## src/rtl/pulse_stretch_pkg.sv

```systemverilog
// Shared types and helpers for the pulse stretcher: FSM state encoding and
// width computation for the interval down-counter.
package pulse_stretch_pkg;

    typedef enum logic [1:0] {
        IDLE = 2'b00,
        HOLD = 2'b01,
        GAP  = 2'b10
    } state_t;

    function automatic int unsigned clog2(input int unsigned v);
        int unsigned r;
        int unsigned x;
        r = 0;
        x = (v > 1) ? v - 1 : 0;
        while (x > 0) begin
            r = r + 1;
            x = x >> 1;
        end
        return r;
    endfunction

    // Down-counter width; never zero so a 1-cycle HOLD/GAP still has a register.
    function automatic int unsigned cnt_width(input int unsigned hold, input int unsigned gap);
        int unsigned m;
        m = (hold > gap) ? hold : gap;
        return (clog2(m) < 1) ? 1 : clog2(m);
    endfunction

endpackage

```

## src/rtl/pulse_stretcher_if.sv

```systemverilog
// Event-in / stretched-level-out bundle of the pulse stretcher.
interface pulse_stretcher_if #(
    parameter int unsigned PEND_W = 3
);
    logic              pulse_in;
    logic              level_out;
    logic              busy;
    logic [PEND_W-1:0] pending;
    logic              overflow;

    modport master (output pulse_in, input level_out, busy, pending, overflow);
    modport slave  (input pulse_in, output level_out, busy, pending, overflow);
endinterface

```

## src/rtl/pulse_stretcher_sat_counter.sv

```systemverilog
// Saturating up/down event counter with a sticky flag for increments lost at
// saturation; a simultaneous inc and dec leaves the count unchanged.
module sat_up_down_counter #(
    parameter int unsigned W = 3
) (
    input  logic         clk,
    input  logic         rst,
    input  logic         inc,
    input  logic         dec,
    output logic [W-1:0] count,
    output logic         overflow
);
    localparam logic [W-1:0] MAX = '1;

    always_ff @(posedge clk or posedge rst) begin
        if (rst) begin
            count    <= '0;
            overflow <= 1'b0;
        end else if (inc && !dec) begin
            if (count == MAX) overflow <= 1'b1;
            else              count    <= count + W'(1);
        end else if (dec && !inc && count != '0) begin
            count <= count - W'(1);
        end
    end
endmodule

```

## src/rtl/pulse_stretcher.sv

```systemverilog
// Stretches single-cycle strobes into HOLD_CYCLES-wide high intervals separated
// by GAP_CYCLES low cycles, queuing overlapping events. Define
// PULSE_STRETCH_RETRIG_EN to make a strobe during HOLD extend the interval.
module pulse_stretcher
    import pulse_stretch_pkg::*;
#(
    parameter int unsigned HOLD_CYCLES = 8,
    parameter int unsigned GAP_CYCLES  = 2,
    parameter int unsigned PEND_W      = 3
) (
    input  logic             clk,
    input  logic             rst,
    pulse_stretcher_if.slave bus
);
    localparam int unsigned      CNT_W     = cnt_width(HOLD_CYCLES, GAP_CYCLES);
    localparam logic [CNT_W-1:0] HOLD_LOAD = CNT_W'(HOLD_CYCLES - 1);
    localparam logic [CNT_W-1:0] GAP_LOAD  = CNT_W'(GAP_CYCLES - 1);

    state_t            state, state_nxt;
    logic [CNT_W-1:0]  cnt, cnt_nxt;
    logic              pend_inc, pend_dec;
    logic [PEND_W-1:0] pend_cnt;
    logic              pend_ovf;
    logic              level_q, busy_q;

    // State, counter and output flops; outputs are loaded from the next state.
    always_ff @(posedge clk or posedge rst) begin
        if (rst) begin
            state   <= IDLE;
            cnt     <= '0;
            level_q <= 1'b0;
            busy_q  <= 1'b0;
        end else begin
            state   <= state_nxt;
            cnt     <= cnt_nxt;
            level_q <= (state_nxt == HOLD);
            busy_q  <= (state_nxt != IDLE);
        end
    end

    always_comb begin
        state_nxt = state;
        cnt_nxt   = cnt;
        pend_inc  = 1'b0;
        pend_dec  = 1'b0;
        unique case (state)
            IDLE: begin
                if (bus.pulse_in) begin
                    state_nxt = HOLD;
                    cnt_nxt   = HOLD_LOAD;
                end
            end
            HOLD: begin
`ifdef PULSE_STRETCH_RETRIG_EN
                if (bus.pulse_in) begin
                    cnt_nxt = HOLD_LOAD;
                end else if (cnt == '0) begin
                    state_nxt = GAP;
                    cnt_nxt   = GAP_LOAD;
                end else begin
                    cnt_nxt = cnt - CNT_W'(1);
                end
`else
                pend_inc = bus.pulse_in;
                if (cnt == '0) begin
                    state_nxt = GAP;
                    cnt_nxt   = GAP_LOAD;
                end else begin
                    cnt_nxt = cnt - CNT_W'(1);
                end
`endif
            end
            GAP: begin
                if (cnt != '0) begin
                    cnt_nxt  = cnt - CNT_W'(1);
                    pend_inc = bus.pulse_in;
                end else if (pend_cnt != '0) begin
                    // Queued events go first; a same-cycle strobe joins the queue.
                    state_nxt = HOLD;
                    cnt_nxt   = HOLD_LOAD;
                    pend_dec  = 1'b1;
                    pend_inc  = bus.pulse_in;
                end else if (bus.pulse_in) begin
                    state_nxt = HOLD;
                    cnt_nxt   = HOLD_LOAD;
                end else begin
                    state_nxt = IDLE;
                end
            end
            default: begin
                state_nxt = IDLE;
                cnt_nxt   = '0;
            end
        endcase
    end

    sat_up_down_counter #(
        .W (PEND_W)
    ) u_pend (
        .clk      (clk),
        .rst      (rst),
        .inc      (pend_inc),
        .dec      (pend_dec),
        .count    (pend_cnt),
        .overflow (pend_ovf)
    );

    assign bus.level_out = level_q;
    assign bus.busy      = busy_q;
    assign bus.pending   = pend_cnt;
    assign bus.overflow  = pend_ovf;
endmodule
```

## src/flat_wrapper.sv

```systemverilog
// flat-port wrapper written by rule: the top's interface ports become plain ports
module pulse_stretcher_flat import pulse_stretch_pkg::*;
#(
    parameter int unsigned HOLD_CYCLES = 8,
    parameter int unsigned GAP_CYCLES  = 2,
    parameter int unsigned PEND_W      = 3
)
  (clk, rst, bus_pulse_in, bus_level_out, bus_busy, bus_pending, bus_overflow);
  pulse_stretcher_if #(.PEND_W(PEND_W)) bus_i ();
  input  logic clk;
  input  logic rst;
  input wire logic [$bits(bus_i.pulse_in)-1:0] bus_pulse_in;
  output wire logic [$bits(bus_i.level_out)-1:0] bus_level_out;
  output wire logic [$bits(bus_i.busy)-1:0] bus_busy;
  output wire logic [$bits(bus_i.pending)-1:0] bus_pending;
  output wire logic [$bits(bus_i.overflow)-1:0] bus_overflow;
  assign bus_i.pulse_in = bus_pulse_in;
  assign bus_level_out = bus_i.level_out;
  assign bus_busy = bus_i.busy;
  assign bus_pending = bus_i.pending;
  assign bus_overflow = bus_i.overflow;
  pulse_stretcher #(.HOLD_CYCLES(HOLD_CYCLES), .GAP_CYCLES(GAP_CYCLES), .PEND_W(PEND_W)) u_core (.clk(clk), .rst(rst), .bus(bus_i));
endmodule
```

## config.mk

```make
export PLATFORM = sky130hd
export DESIGN_NAME = pulse_stretcher_flat
export DESIGN_NICKNAME = d
export VERILOG_FILES = /design/src/rtl/pulse_stretch_pkg.sv /design/src/rtl/pulse_stretcher_if.sv /design/src/rtl/pulse_stretcher_sat_counter.sv /design/src/rtl/pulse_stretcher.sv /design/src/flat_wrapper.sv
export SDC_FILE = /design/constraint.sdc
export NUM_CORES = 1
export LEC_CHECK = 0
export CAP_MARGIN = 0
export CORE_MARGIN = 5
export CORE_UTILIZATION = 40
export CTS_BUF_LIST = sky130_fd_sc_hd__clkbuf_4 sky130_fd_sc_hd__clkbuf_8
export DETAILED_ROUTE_END_ITERATION = 10
export SLEW_MARGIN = 15
export SYNTH_ARGS = -nofsm -noshare
export SYNTH_HDL_FRONTEND = slang
export SYNTH_SLANG_ARGS = --single-unit
```

## constraint.sdc

```tcl
create_clock -name clk -period 2.9 [get_ports clk]
set_input_delay 0.29 -clock clk [delete_from_list [all_inputs] [get_ports clk]]
set_output_delay 0.29 -clock clk [all_outputs]
set_load 0.05 [all_outputs]
```

* Word-level counts from Yosys, hierarchy flattened
Cells that the tools add are included.
** Word-level totals
- Register bits :: 11
- Bits of input ports :: 3
- Output and inout bits :: 6
- Logic and storage cells :: 47
** Cells by class
- $add $sub $neg :: 3
- Eq/ne operators :: 5
- Multiplexer cells :: 20
- Reductions and logical operators :: 13
** Operators with widths (count)
- $mux 3 :: 7
- $pmux 3 s3 :: 1
- $mux 2 :: 4
- $mux 1 :: 6
- $pmux 2 s3 :: 1
- $reduce_bool 3->1 :: 2
- $sub 3x1->3 const B :: 2
- $eq 2x1->1 const B :: 2
- $reduce_and 2->1 :: 2
- $reduce_bool 2->1 :: 2
- $add 3x1->3 const B :: 1
- $eq 3x3->1 const B :: 1
- $logic_and 1x1->1 :: 3
- $logic_not 3->1 :: 1
- $eq 2x2->1 const B :: 1
- $logic_not 1->1 :: 2
- $logic_not 2->1 :: 1
- $ne 2x2->1 const B :: 1
- $pmux 1 s2 :: 1

* Logic depth before layout (Yosys ltp)
- Depth after elaboration :: 9
- Gate-level depth with buffers :: 10
- Depth with buffers taken out :: 9

* Cells and area by module
From an unflattened synthesis, not the netlist that was laid out.
** Unflattened totals
- Cell total of the unflattened synthesis :: 92
- Area total of the unflattened synthesis :: 872.1 µm²
** Modules (own cells, without submodules)
- pulse_stretcher :: instances 1, cells each 62, area an instance 568.0 µm², seq. area each 175.2 µm²
- sat_up_down_counter :: instances 1, cells each 30, area an instance 304.0 µm², seq. area each 100.1 µm²

* Worst setup path after synthesis
Ideal clock, no wire load.
- Kind :: register to register
- From :: register u_core.cnt[0]
- To :: register u_core.u_pend.count[2]
- Setup time :: 137 ps
- Arrival time :: 2026 ps
- Data required time :: 2763 ps
- Slack :: 737 ps
- Stages on the path, launching flop included :: 10
- Buffers on the path :: 1
- Period minus slack after synthesis :: 2163 ps
- Path through :: dfrtp_1 > inv_1 > ha_1 > ha_1 > buf_4 > and2b_1 > o2111ai_4 > fa_1 > o221ai_1 > o311ai_1
** On the way
- Longest elaborated chain between the ends :: 8
- Elaborated cells on any way between the ends :: 14
- Those cells by class :: eq/ne: 1; mux: 5; reduce/logical: 8
** RTL lines
- from (decl) :: RTL line pulse_stretcher.sv:20 : logic [CNT_W-1:0] cnt, cnt_nxt;
- from (signal assigned) :: RTL line pulse_stretcher.sv:35 : cnt <= cnt_nxt;
- $reduce_bool 3->1 * :: RTL line pulse_stretcher.sv:74 : if (cnt != '0) begin
- $mux 1 :: RTL line pulse_stretcher.sv:74
- $pmux 1 s2 :: RTL line pulse_stretcher.sv:46 : unique case (state)
- $logic_not 1->1 :: RTL line pulse_stretcher_sat_counter.sv:22 : end else if (dec && !inc && count != '0) begin
- $logic_and 1x1->1 (2 in a row) :: RTL line pulse_stretcher_sat_counter.sv:22
- $reduce_bool 2->1 (no source line)
- $reduce_and 2->1 (no source line)
- to (signal assigned) :: RTL line pulse_stretcher_sat_counter.sv:21 : else count <= count + W'(1);
- to (signal assigned) :: RTL line pulse_stretcher_sat_counter.sv:23 : count <= count - W'(1);
- to (decl) :: RTL line pulse_stretcher_sat_counter.sv:10 : output logic [W-1:0] count,
Every way passes the cells marked *; elsewhere a longest branch is shown, timed or not.
A chain may end at the register's enable or synchronous reset.

* Worst setup path in the final report
- From :: register u_core.cnt[0]
- To :: register u_core.u_pend.count[1]
Same word-level chain as after synthesis.

==> run metrics <==
TritonCTS clock tree done; top cells by area, synth sky130_fd_sc_hd__dfrtp_1 36%, sky130_fd_sc_hd__ha_1 11%, sky130_fd_sc_hd__inv_1 4.4%, sky130_fd_sc_hd__a21oi_1 3.9%, sky130_fd_sc_hd__nand2_1 3.4%; unrepaired setup endpoints after global routing no; number of buffers created by CTS 3; launch instance of the worst register-to-register path u_core.cnt[0]$_DFF_PP0_; longest individual stage delay on the worst path 470 ps; final worst-path cycle share 81.95%; routed via count 572; largest net degree at the start of global routing 12; Skew-Pair Late Insertion Delay 270 ps; Crit path max-delay family adder cells; total number of yosys warnings 0; number of hold violations in the final report 0; asr flop ratio synth 100.0%; dominant cell type by count on the critical path sky130_fd_sc_hd__ha_1; Main synth FF type sky130_fd_sc_hd__dfrtp_1; sequential cell area in the final layout 275.3 um2; final count of negative-setup-slack endpoints 0; Max Clock Skew 7.660 ps; Crit Path Max Fanout 10; hold buffers post-CTS 0; buffer cell driving the clock tree root sky130_fd_sc_hd__clkbuf_4; relative slew slack 66.53%; Peak supply drop 0.7490 mV; area share of the leading cell type in the synthesized netlist 36.12%; Buffers on Ports 8; final design instance area without fill 884.6 um2; Final min period 2377 ps; Worst Setup Slack, final 523.4 ps; kind of critical path flop to flop; overall overflow remaining after global route 0; vias in the first global route 596; layout net count 99; element type at the critical path start flop; die boundary height 53.65 um; signal arrival time at the worst endpoint 2540 ps; CTS resizes 0; number of optimization iterations in the first detailed-route pass 5; synthesized area per cell 9.896 um2; setup slack on the worst flop-to-flop path 520 ps; Synth Net Count 88; number of antenna violations at the first check in global routing 0; Tot GR Track Use 12.46%; number of buffers inserted by post-CTS setup repair 0; leakage power 0.3857 nW; number of clock sinks seen by CTS 11; class of the worst hold path input pin to async pin; sort of element at the end of the critical path flop; wire length after detailed routing 1445 um; gate count of the mapped netlist 77; Post-DP HPWL 1069 um; RD Place Congestion 0.8051; endpoint of the lowest-slack register-to-register path u_core.u_pend.count[1]$_DFFE_PP0P_; core outline area 1764 um2; worst path bufs/invs 1; Post-DRT Antenna Nets 0; number of inserted diodes 0; number of unique standard cell types used by synthesis 32; placed cell area 854.6 um2; share of cells above drive strength 1 11.49%; cell at the slowest stage of the critical path sky130_fd_sc_hd__fa_1; count of unresolved DRC violations after routing 0; part of the Yosys area used for sequential elements 36.12%; per-cell routed wire length 12.90 um; die span in x 53.65 um; die area 2878 um2; outcome finished, final reports clean; first-pass GRT wire length 2601 um; number of enable-type register cells in the synthesized netlist 0; number of H-tree branching levels 1; floorplan row count 15; initial core utilization 43.19%; deepest clock path buffer count 2; highest clock rate 420.8 MHz; via count normalized by instance count 5.107; final-report max-slew violation count 0; Filler cells 172; num ports 9; cell-by-cell listing of the critical path inv_1 > ha_1 > ha_1 > and2b_1 > o2111ai_4 > fa_1 > a32o_2; measured slew at the worst slew-check pin 500.4 ps; aggregate negative setup slack 0 ps; leading cell type by number of instances after synthesis sky130_fd_sc_hd__dfrtp_1; cell taking the most area after synthesis sky130_fd_sc_hd__dfrtp_1; combined area of the multi-input logic cells 434.2 um2; list of most frequent post-synthesis cells 11 x sky130_fd_sc_hd__dfrtp_1, 9 x sky130_fd_sc_hd__inv_1, 7 x sky130_fd_sc_hd__ha_1, 7 x sky130_fd_sc_hd__nand2_1; Power Density 1245 nW/um2; Post-Syn Area 762.0 um2; max-capacitance violation count 0; Critical Path RT 3060 ps; pre-CTS setup slack 562.4 ps; number of DRC markers in iteration 0 8; signed area change from the synthesized netlist to the final layout 16.09%; clock transition time at the flip-flop clock pins of the worst setup and hold paths 80 ps; Reg2Reg Depth 7; fraction of the core area covered by cells at the end of the flow 50.14%; non-filler instance count after layout 112; number of instances in the placed design 108; number of synthesized register bits 11
-- cells by family after synthesis --
group,after synthesis,share of synthesized area [%]
AO/OA/AOI/OAI,24,27.26
AND/OR/NAND/NOR,22,14.12
buffers and inverters,11,6.896
flip-flops,11,36.12
adder cells (fa/ha/maj),8,14.12
multiplexers,1,1.478
-- worst max-delay path by stage --
| stage | cells past startpoint | slack (ps) | start | endpoint |
|---|---|---|---|---|
| CTS | 7 | 550 | u_core.cnt[0]$_DFF_PP0_ | u_core.u_pend.count[1]$_DFFE_PP0P_ |
| global placement | 7 | 590 | u_core.cnt[0]$_DFF_PP0_ | u_core.u_pend.count[1]$_DFFE_PP0P_ |
| finish | 7 | 520 | u_core.cnt[0]$_DFF_PP0_ | u_core.u_pend.count[1]$_DFFE_PP0P_ |
| floorplan | 9 | 740 | u_core.cnt[0]$_DFF_PP0_ | u_core.u_pend.count[2]$_DFFE_PP0P_ |
| detailed placement | 7 | 560 | u_core.cnt[0]$_DFF_PP0_ | u_core.u_pend.count[1]$_DFFE_PP0P_ |
| global route | 8 | 380 | u_core.cnt[0]$_DFF_PP0_ | u_core.u_pend.count[2]$_DFFE_PP0P_ |
-- layer usage --
layer	global-route usage [%]	up-vias	part of all wire, %
met1	17.29	273	52
met2	18.37	5	45
li1	-	292	-
met3	3.047	2	2.1
met5	0	-	0
met4	5.106	0	0.97
-- through the flow --
stage                     hold slack (ps)  total power, mW
after floorplan                     142.4           0.8331
after global placement              468.0           0.9869
after detailed placement            462.2           0.9929
after CTS                           328.4            1.112
after global routing                352.4            1.205
final                               304.6            1.102
-- state kept, by name (all words and copies together) (netlist names) --
signal,flops
u_core.bus.level_out,1
u_core.u_pend.overflow,1
u_core.cnt,3
u_core.bus.busy,1
u_core.u_pend.count,3
u_core.state,2
-- area by class of cell --
cell class                 instances  area share (%)
sequential                        11           31.12
multi-input combinational         55           49.08
timing repair buffer               8           9.052
clock buffer                       4           3.395
tap                               25           3.536
inverter                           9           3.819
-- report_power, final --
group	switching (mW)	internal (mW)	leakage, nW	total (mW)
sequential	0.100	0.231	0.133	0.331
combinational	0.393	0.263	0.234	0.655
clock	0.0528	0.0625	0.0184	0.115
total	0.546	0.556	0.386	1.10
-- cell usage in the layout (no fill, tap or decap) --
| cell type | Yosys | final |
|---|---|---|
| sky130_fd_sc_hd__fa_1 | 1 | 1 |
| sky130_fd_sc_hd__o221ai_1 | 1 | 1 |
| sky130_fd_sc_hd__a32o_2 | 1 | 1 |
| sky130_fd_sc_hd__o21bai_1 | 2 | 2 |
| sky130_fd_sc_hd__o21ai_0 | 3 | 3 |
| sky130_fd_sc_hd__a21o_1 | 1 | 1 |
| sky130_fd_sc_hd__mux2_2 | 1 | 1 |
| sky130_fd_sc_hd__o311a_2 | 1 | 1 |
| sky130_fd_sc_hd__and2_1 | 1 | 1 |
| sky130_fd_sc_hd__inv_1 | 9 | 9 |
| sky130_fd_sc_hd__clkbuf_4 | 0 | 4 |
| sky130_fd_sc_hd__and2_2 | 1 | 1 |
| sky130_fd_sc_hd__nor3b_1 | 1 | 1 |
| sky130_fd_sc_hd__or3_1 | 1 | 1 |
| sky130_fd_sc_hd__o21a_1 | 2 | 2 |
| sky130_fd_sc_hd__clkdlybuf4s50_1 | 0 | 8 |
| sky130_fd_sc_hd__o311ai_1 | 1 | 1 |
| sky130_fd_sc_hd__or3b_1 | 1 | 1 |
| sky130_fd_sc_hd__o2111ai_4 | 1 | 1 |
| sky130_fd_sc_hd__nor3_1 | 2 | 2 |
| sky130_fd_sc_hd__dfrtp_1 | 11 | 11 |
| sky130_fd_sc_hd__nor2_1 | 6 | 6 |
| sky130_fd_sc_hd__o32ai_1 | 1 | 1 |
| sky130_fd_sc_hd__o22a_1 | 1 | 1 |
| sky130_fd_sc_hd__nand2_1 | 7 | 7 |
| sky130_fd_sc_hd__ha_1 | 7 | 7 |
| sky130_fd_sc_hd__a31oi_1 | 1 | 1 |
| sky130_fd_sc_hd__o311ai_4 | 1 | 1 |
| sky130_fd_sc_hd__and2b_1 | 1 | 1 |
| sky130_fd_sc_hd__a21oi_1 | 6 | 6 |
| sky130_fd_sc_hd__a2111oi_0 | 1 | 1 |
| sky130_fd_sc_hd__nand3_1 | 1 | 1 |
(Power assumes the default switching activity.)
